==> src/rtl/snow64_bfloat16_vec_add_seq_pkg.sv <==
// snow64_bfloat16_vec_add_seq_pkg: lane constants, FSM/port types and lane-insert helper for the vector add sequencer
package snow64_bfloat16_vec_add_seq_pkg;
  localparam int NUM_LANES = 4;
  localparam int WIDTH__BF16 = 16;
  localparam int WIDTH__VEC = 64;
  typedef enum logic [1:0] {StVIdle, StVIssue, StVWait, StVDone} state_vec_add_seq_t;
  typedef struct packed {
    logic start;
    logic [WIDTH__VEC-1:0] a;
    logic [WIDTH__VEC-1:0] b;
  } port_in_vec_add_seq_t;
  typedef struct packed {
    logic can_accept_cmd;
    logic data_valid;
    logic [WIDTH__VEC-1:0] data;
  } port_out_vec_add_seq_t;
  typedef struct packed {
    logic start;
    logic [WIDTH__BF16-1:0] a;
    logic [WIDTH__BF16-1:0] b;
  } port_in_add_t;
  typedef struct packed {
    logic can_accept_cmd;
    logic data_valid;
    logic [WIDTH__BF16-1:0] data;
  } port_out_add_t;
  function automatic logic [WIDTH__VEC-1:0] set_lane(input logic [WIDTH__VEC-1:0] v,
                                                     input logic [1:0] idx,
                                                     input logic [WIDTH__BF16-1:0] val);
    logic [WIDTH__VEC-1:0] r;
    r = v;
    r[WIDTH__BF16*idx +: WIDTH__BF16] = val;
    return r;
  endfunction
endpackage

==> src/rtl/snow64_bfloat16_vec_add_seq.sv <==
// snow64_bfloat16_vec_add_seq: feeds 4 BFloat16 lanes one at a time through an external scalar adder.
// Optional SNOW64_BFLOAT16_VEC_ADD_SEQ_LANE_MASK_EN adds in_mask; masked-off lanes pass in_a through.
module snow64_bfloat16_vec_add_seq
  import snow64_bfloat16_vec_add_seq_pkg::*;
(
  input  logic                   clk,
  input  logic                   rst,
  input  logic                   in_start,
  input  logic [WIDTH__VEC-1:0]  in_a,
  input  logic [WIDTH__VEC-1:0]  in_b,
`ifdef SNOW64_BFLOAT16_VEC_ADD_SEQ_LANE_MASK_EN
  input  logic [NUM_LANES-1:0]   in_mask,
`endif
  output logic                   out_can_accept_cmd,
  output logic                   out_data_valid,
  output logic [WIDTH__VEC-1:0]  out_data,
  output logic                   out_add_start,
  output logic [WIDTH__BF16-1:0] out_add_a,
  output logic [WIDTH__BF16-1:0] out_add_b,
  input  logic                   in_add_can_accept_cmd,
  input  logic                   in_add_data_valid,
  input  logic [WIDTH__BF16-1:0] in_add_data
);
  localparam logic [1:0] ST_V_IDLE = StVIdle;
  localparam logic [1:0] ST_V_ISSUE = StVIssue;
  localparam logic [1:0] ST_V_WAIT = StVWait;
  localparam logic [1:0] ST_V_DONE = StVDone;
  localparam logic [1:0] LAST_LANE = 2'(NUM_LANES - 1);
  logic [1:0] state, cnt;
  logic [WIDTH__VEC-1:0] a_q, b_q, work, data_q;
  logic bypass;
`ifdef SNOW64_BFLOAT16_VEC_ADD_SEQ_LANE_MASK_EN
  logic [NUM_LANES-1:0] mask_q;
  assign bypass = !mask_q[cnt];
`else
  assign bypass = 1'b0;
`endif
  assign out_can_accept_cmd = state == ST_V_IDLE;
  assign out_data_valid = state == ST_V_DONE;
  assign out_data = data_q;
  assign out_add_a = a_q[WIDTH__BF16*cnt +: WIDTH__BF16];
  assign out_add_b = b_q[WIDTH__BF16*cnt +: WIDTH__BF16];
  assign out_add_start = state == ST_V_ISSUE && !bypass && in_add_can_accept_cmd;
  // out_data is loaded as the last lane lands so it only changes alongside the valid strobe
  always_ff @(posedge clk) begin
    if (rst) begin
      state <= ST_V_IDLE;
      cnt <= 2'd0;
      a_q <= '0;
      b_q <= '0;
      work <= '0;
      data_q <= '0;
`ifdef SNOW64_BFLOAT16_VEC_ADD_SEQ_LANE_MASK_EN
      mask_q <= '0;
`endif
    end else begin
      case (state)
        ST_V_IDLE: if (in_start) begin
          a_q <= in_a;
          b_q <= in_b;
`ifdef SNOW64_BFLOAT16_VEC_ADD_SEQ_LANE_MASK_EN
          mask_q <= in_mask;
`endif
          cnt <= 2'd0;
          state <= ST_V_ISSUE;
        end
        ST_V_ISSUE: if (bypass) begin
          work <= set_lane(work, cnt, out_add_a);
          if (cnt == LAST_LANE) data_q <= set_lane(work, cnt, out_add_a);
          cnt <= cnt == LAST_LANE ? cnt : cnt + 2'd1;
          state <= cnt == LAST_LANE ? ST_V_DONE : ST_V_ISSUE;
        end else if (in_add_can_accept_cmd) begin
          state <= ST_V_WAIT;
        end
        ST_V_WAIT: if (in_add_data_valid) begin
          work <= set_lane(work, cnt, in_add_data);
          if (cnt == LAST_LANE) data_q <= set_lane(work, cnt, in_add_data);
          cnt <= cnt == LAST_LANE ? cnt : cnt + 2'd1;
          state <= cnt == LAST_LANE ? ST_V_DONE : ST_V_ISSUE;
        end
        default: state <= ST_V_IDLE;
      endcase
    end
  end
endmodule

==> config.mk <==
export PLATFORM = sky130hd
export DESIGN_NAME = snow64_bfloat16_vec_add_seq
export DESIGN_NICKNAME = d
export VERILOG_FILES = /design/src/rtl/snow64_bfloat16_vec_add_seq_pkg.sv /design/src/rtl/snow64_bfloat16_vec_add_seq.sv
export SDC_FILE = /design/constraint.sdc
export NUM_CORES = 1
export LEC_CHECK = 0
export CAP_MARGIN = 20
export CORE_MARGIN = 2
export CORE_UTILIZATION = 35
export CTS_CLUSTER_SIZE = 20
export DETAILED_ROUTE_END_ITERATION = 10
export PLACE_DENSITY = 0.58
export SLEW_MARGIN = 20
export SYNTH_ARGS = -nofsm -noshare
export SYNTH_HDL_FRONTEND = slang
export SYNTH_SLANG_ARGS = --single-unit
export TNS_END_PERCENT = 100
==> constraint.sdc <==
create_clock -name clk -period 2.8 [get_ports clk]
set_input_delay 0.28 -clock clk [delete_from_list [all_inputs] [get_ports clk]]
set_output_delay 0.28 -clock clk [all_outputs]
set_load 0.01 [all_outputs]
==> key figures <==
Setup path
  – Reg2reg path depth: 5
  – Critical R2R Capture: out_data[41]
  – Highest-delay cell along the critical path: sky130_fd_sc_hd__clkdlybuf4s50_1
  – Worst reg2reg setup slack: 0.60 ns
  – Worst Setup Path Type: reg -> out
  – Critical Path RT: 2.52 ns
  – Nature of the critical path endpoint: output port
  – Launch point of the worst reg-to-reg path: cnt[0]
  – Delay of the slowest critical-path stage: 0.52 ns
  – Cell Chain, Critical Path: buf_4, buf_6, mux4_2, clkdlybuf4s50_1
  – Startpoint type of the worst setup path: register
  – Crit path arrival time: 2.36 ns
  – Worst Path Max Fanout: 19

Worst hold path
  – Classification of the worst-slack hold path: in -> reg
  – Worst hold endpoint: out_data[61]
  – Hold path start: rst
  – Hold Path Cell Cnt: 2

Floorplan
  – Die Y-Extent: 174 um
  – Io pins: 248
  – Standard-cell rows: 62
  – Horizontal die dimension: 174 um
  – Initial core utilization: 35.4%
  – Full die area: 30300 um^2
  – Area of the core: 28500 um^2

Clock network
  – Post-CTS sizing: 0
  – # hold bufs at CTS: 0
  – TritonCTS clock tree: yes
  – Master cell of the clock root buffer: sky130_fd_sc_hd__clkbuf_16
  – H-tree level count: 1
  – Clock latency on the worst-skew pair: 0.53 ns
  – Clock-pin slew on the worst setup and hold paths: 0.06 ns
  – TritonCTS Buffers: 27
  – Number of setup buffers added after CTS: 0
  – Sinks on Clock Net: 244
  – Maximum count of clock buffers along a single path: 3

Route
  – Routed wire length: 30.5 mm
  – Pre-Repair DR Iteration Count: 4
  – Met2 wire length: 13.9 mm
  – Detail Route met3 WL: 2.17 mm
  – DRT iter0 DRCs: 618
  – Via count: 8798
  – Metal-1 WL: 13.8 mm
  – Remaining number of nets flagged by the antenna check after routing: 0
  – Post-DR wirelength/cell: 18.0 um
  – Number of DRC violations after detailed routing: 0
  – Max layer used: met4
  – Average via count per standard cell: 5.18

Timing
  – Setup repair after global routing missed its margin: false
  – Final-report hold violation count: 0
  – Slew at the pin closest to its max-slew limit: 1.03 ns
  – Highest achievable clock rate: 379 MHz
  – Final critical-path share of the clock period: 94.2%
  – Number of max-slew violations in the final report: 0
  – Accumulated negative setup slack: 0 ns
  – Headroom to the max-slew limit: 31.2%
  – Minimum clock period after layout: 2.64 ns
  – Worst clock skew on the final layout: 0.0148 ns
  – Setup violators final: 0
  – Setup slack after layout: 0.161 ns

GRT
  – Number of antenna violations at the first check in global routing: 1
  – Total GRT Usage: 19.3%
  – Maximum number of pins on one net before global-route repair: 107
  – Wire length of the first global-routing pass: 47.2 mm
  – Sum of overflow across all layers after global routing: 0
  – Vias in the first global route: 8284

Synth
  – Cell accounting for the most synthesized area: sky130_fd_sc_hd__dfxtp_1
  – Top-area cell type share of the netlist area: 48.3%
  – Count of distinct cell types in the synthesized netlist: 40
  – Synth Register Bits: 244
  – Sequential share of the synthesized area: 48.3%
  – Syn avg cell area: 9.06 um^2
  – Instance count of the mapped netlist: 1116
  – Synth area leaders: sky130_fd_sc_hd__dfxtp_1 48%, sky130_fd_sc_hd__nand2_1 10%, sky130_fd_sc_hd__a21oi_1 7.2%
  – Synth Cell Area: 10100 um^2
  – Synth Net Count: 1270
  – Synthesis warning total: 0

Run
  – Max-Cap Viols: 0

Final layout
  – Most common cell after layout, fill and taps aside: sky130_fd_sc_hd__nand2_1
  – Ratio of cells with drive above 1 in the final layout: 8.98%
  – Layout overhead on the synthesized area: 34.0%
  – Most frequent cells in the layout: 274 x sky130_fd_sc_hd__nand2_1, 246 x sky130_fd_sc_hd__clkdlybuf4s50_1, 242 x sky130_fd_sc_hd__dfxtp_1, 145 x sky130_fd_sc_hd__a21oi_1, 70 x sky130_fd_sc_hd__nor2_1
  – FILL cells: 2743
  – Number of nets in the final layout: 1447

Placed design
  – Count of buffers inserted at the top-level ports: 247
  – Placed wire-length estimate after detailed placement: 19.6 mm
  – Worst slack at placement: 0.596 ns
  – Final GP Congestion: 0.792

Power and ir drop
  – Worst supply voltage drop on vdd: 0.425 mV
  – Lkg Pwr: 4.90 nW
  – Power density over the cells: 606 nW/um^2

Status
  – Run status: finished clean
==> power breakdown <==
part / total, mW / internal [mW] / switching (mW)
clock network: 3.72 / 2.25 / 1.47
logic: 0.819 / 0.409 / 0.410
registers: 3.67 / 3.60 / 0.0691
total: 8.21 / 6.26 / 1.95
==> Yosys cell counts (all sizes together) <==
master,count
a31oi,1
and3,1
dfxtp,244
buf,83
nand4,16
nand2b,3
nor3,49
a311oi,32
a221oi,16
nor2b,22
o32ai,1
o21ba,2
nor4b,1
and4bb,1
ha,5
inv,3
nand2,274
nor3b,3
a21oi,147
a32oi,16
mux2i,1
and4b,1
and4,1
a211o,1
mux4,32
or3b,1
nor2,70
nand4b,3
clkbuf,38
and3b,2
and2,2
a22o,32
and2b,12
==> metal layers <==
| metal | GRT usage (%) | vias up |
|---|---|---|
| met1 | 27.4 | 4205 |
| met2 | 30.2 | 299 |
| met4 | 4.76 | 0 |
| li1 | - | 4253 |
| met3 | 3.89 | 41 |
| met5 | 0 | - |
==> stage by stage <==
step / utilization (%) / instance area, um^2 / hold slack, ns / total power [mW] / std cells
2_1_floorplan: - / 10100 / 0.416 / 4.18 / 1116
3_3_place_gp: 44.1 / 12600 / 0.439 / 4.56 / 1648
3_5_place_dp: 44.1 / 12600 / 0.443 / 4.57 / 1648
4_1_cts: 47.4 / 13500 / 0.0572 / 8.31 / 1698
5_1_grt: 47.4 / 13500 / 0.0786 / 8.52 / 1698
6_report: 47.5 / 13500 / 0.0783 / 8.21 / 1699
==> cell type report <==
type	instances	area (um^2)	area share [%]
clock inverters	18	215	1.59
clock buffers	32	734	5.42
diodes	1	2.50	0.0185
flip-flops and latches	244	4890	36.1
well taps	384	480	3.55
multi-input cells	748	4500	33.2
repair buffers	269	2720	20.1
inverters	3	11.3	0.0831
==> logic make-up (layout without fill, tap and decap cells) <==
| family | Yosys count | count (layout) | share of synthesized area (%) |
|---|---|---|---|
| adders and majority gates | 5 | 5 | 0.619 |
| AOI/OAI and AO/OA | 248 | 248 | 16.2 |
| DFF | 244 | 244 | 48.3 |
| muxes | 33 | 33 | 7.23 |
| buffers and inverters | 124 | 322 | 7.30 |
| and+or+nand+nor | 462 | 462 | 20.3 |
| other | 0 | 1 | 0 |
==> worst max-delay path by stage <==
stage                   from            end  slack (ns)  depth (start not counted)
finish                cnt[1]   out_add_a[0]        0.16                          4
global route          cnt[1]   out_add_a[6]        0.07                          4
CTS                   cnt[1]   out_add_a[0]        0.03                          4
detailed placement  in_start        b_q[27]        0.60                          5
global placement      cnt[1]  out_add_b[10]        0.63                          4
floorplan             cnt[0]       work[22]        0.57                         10
==> flip-flops by register name, indices dropped and copies added (netlist names) <==
signal,cells
a_q,64
b_q,64
out_data,64
work,48
state,2
cnt,2
==> critical path: cells and delay by family, from the launching register on <==
kind	cells	cell delay (ns)
DFF	1	0.34
muxes	1	0.34
buffers and inverters	3	1.13
(Power assumes the default switching activity.)
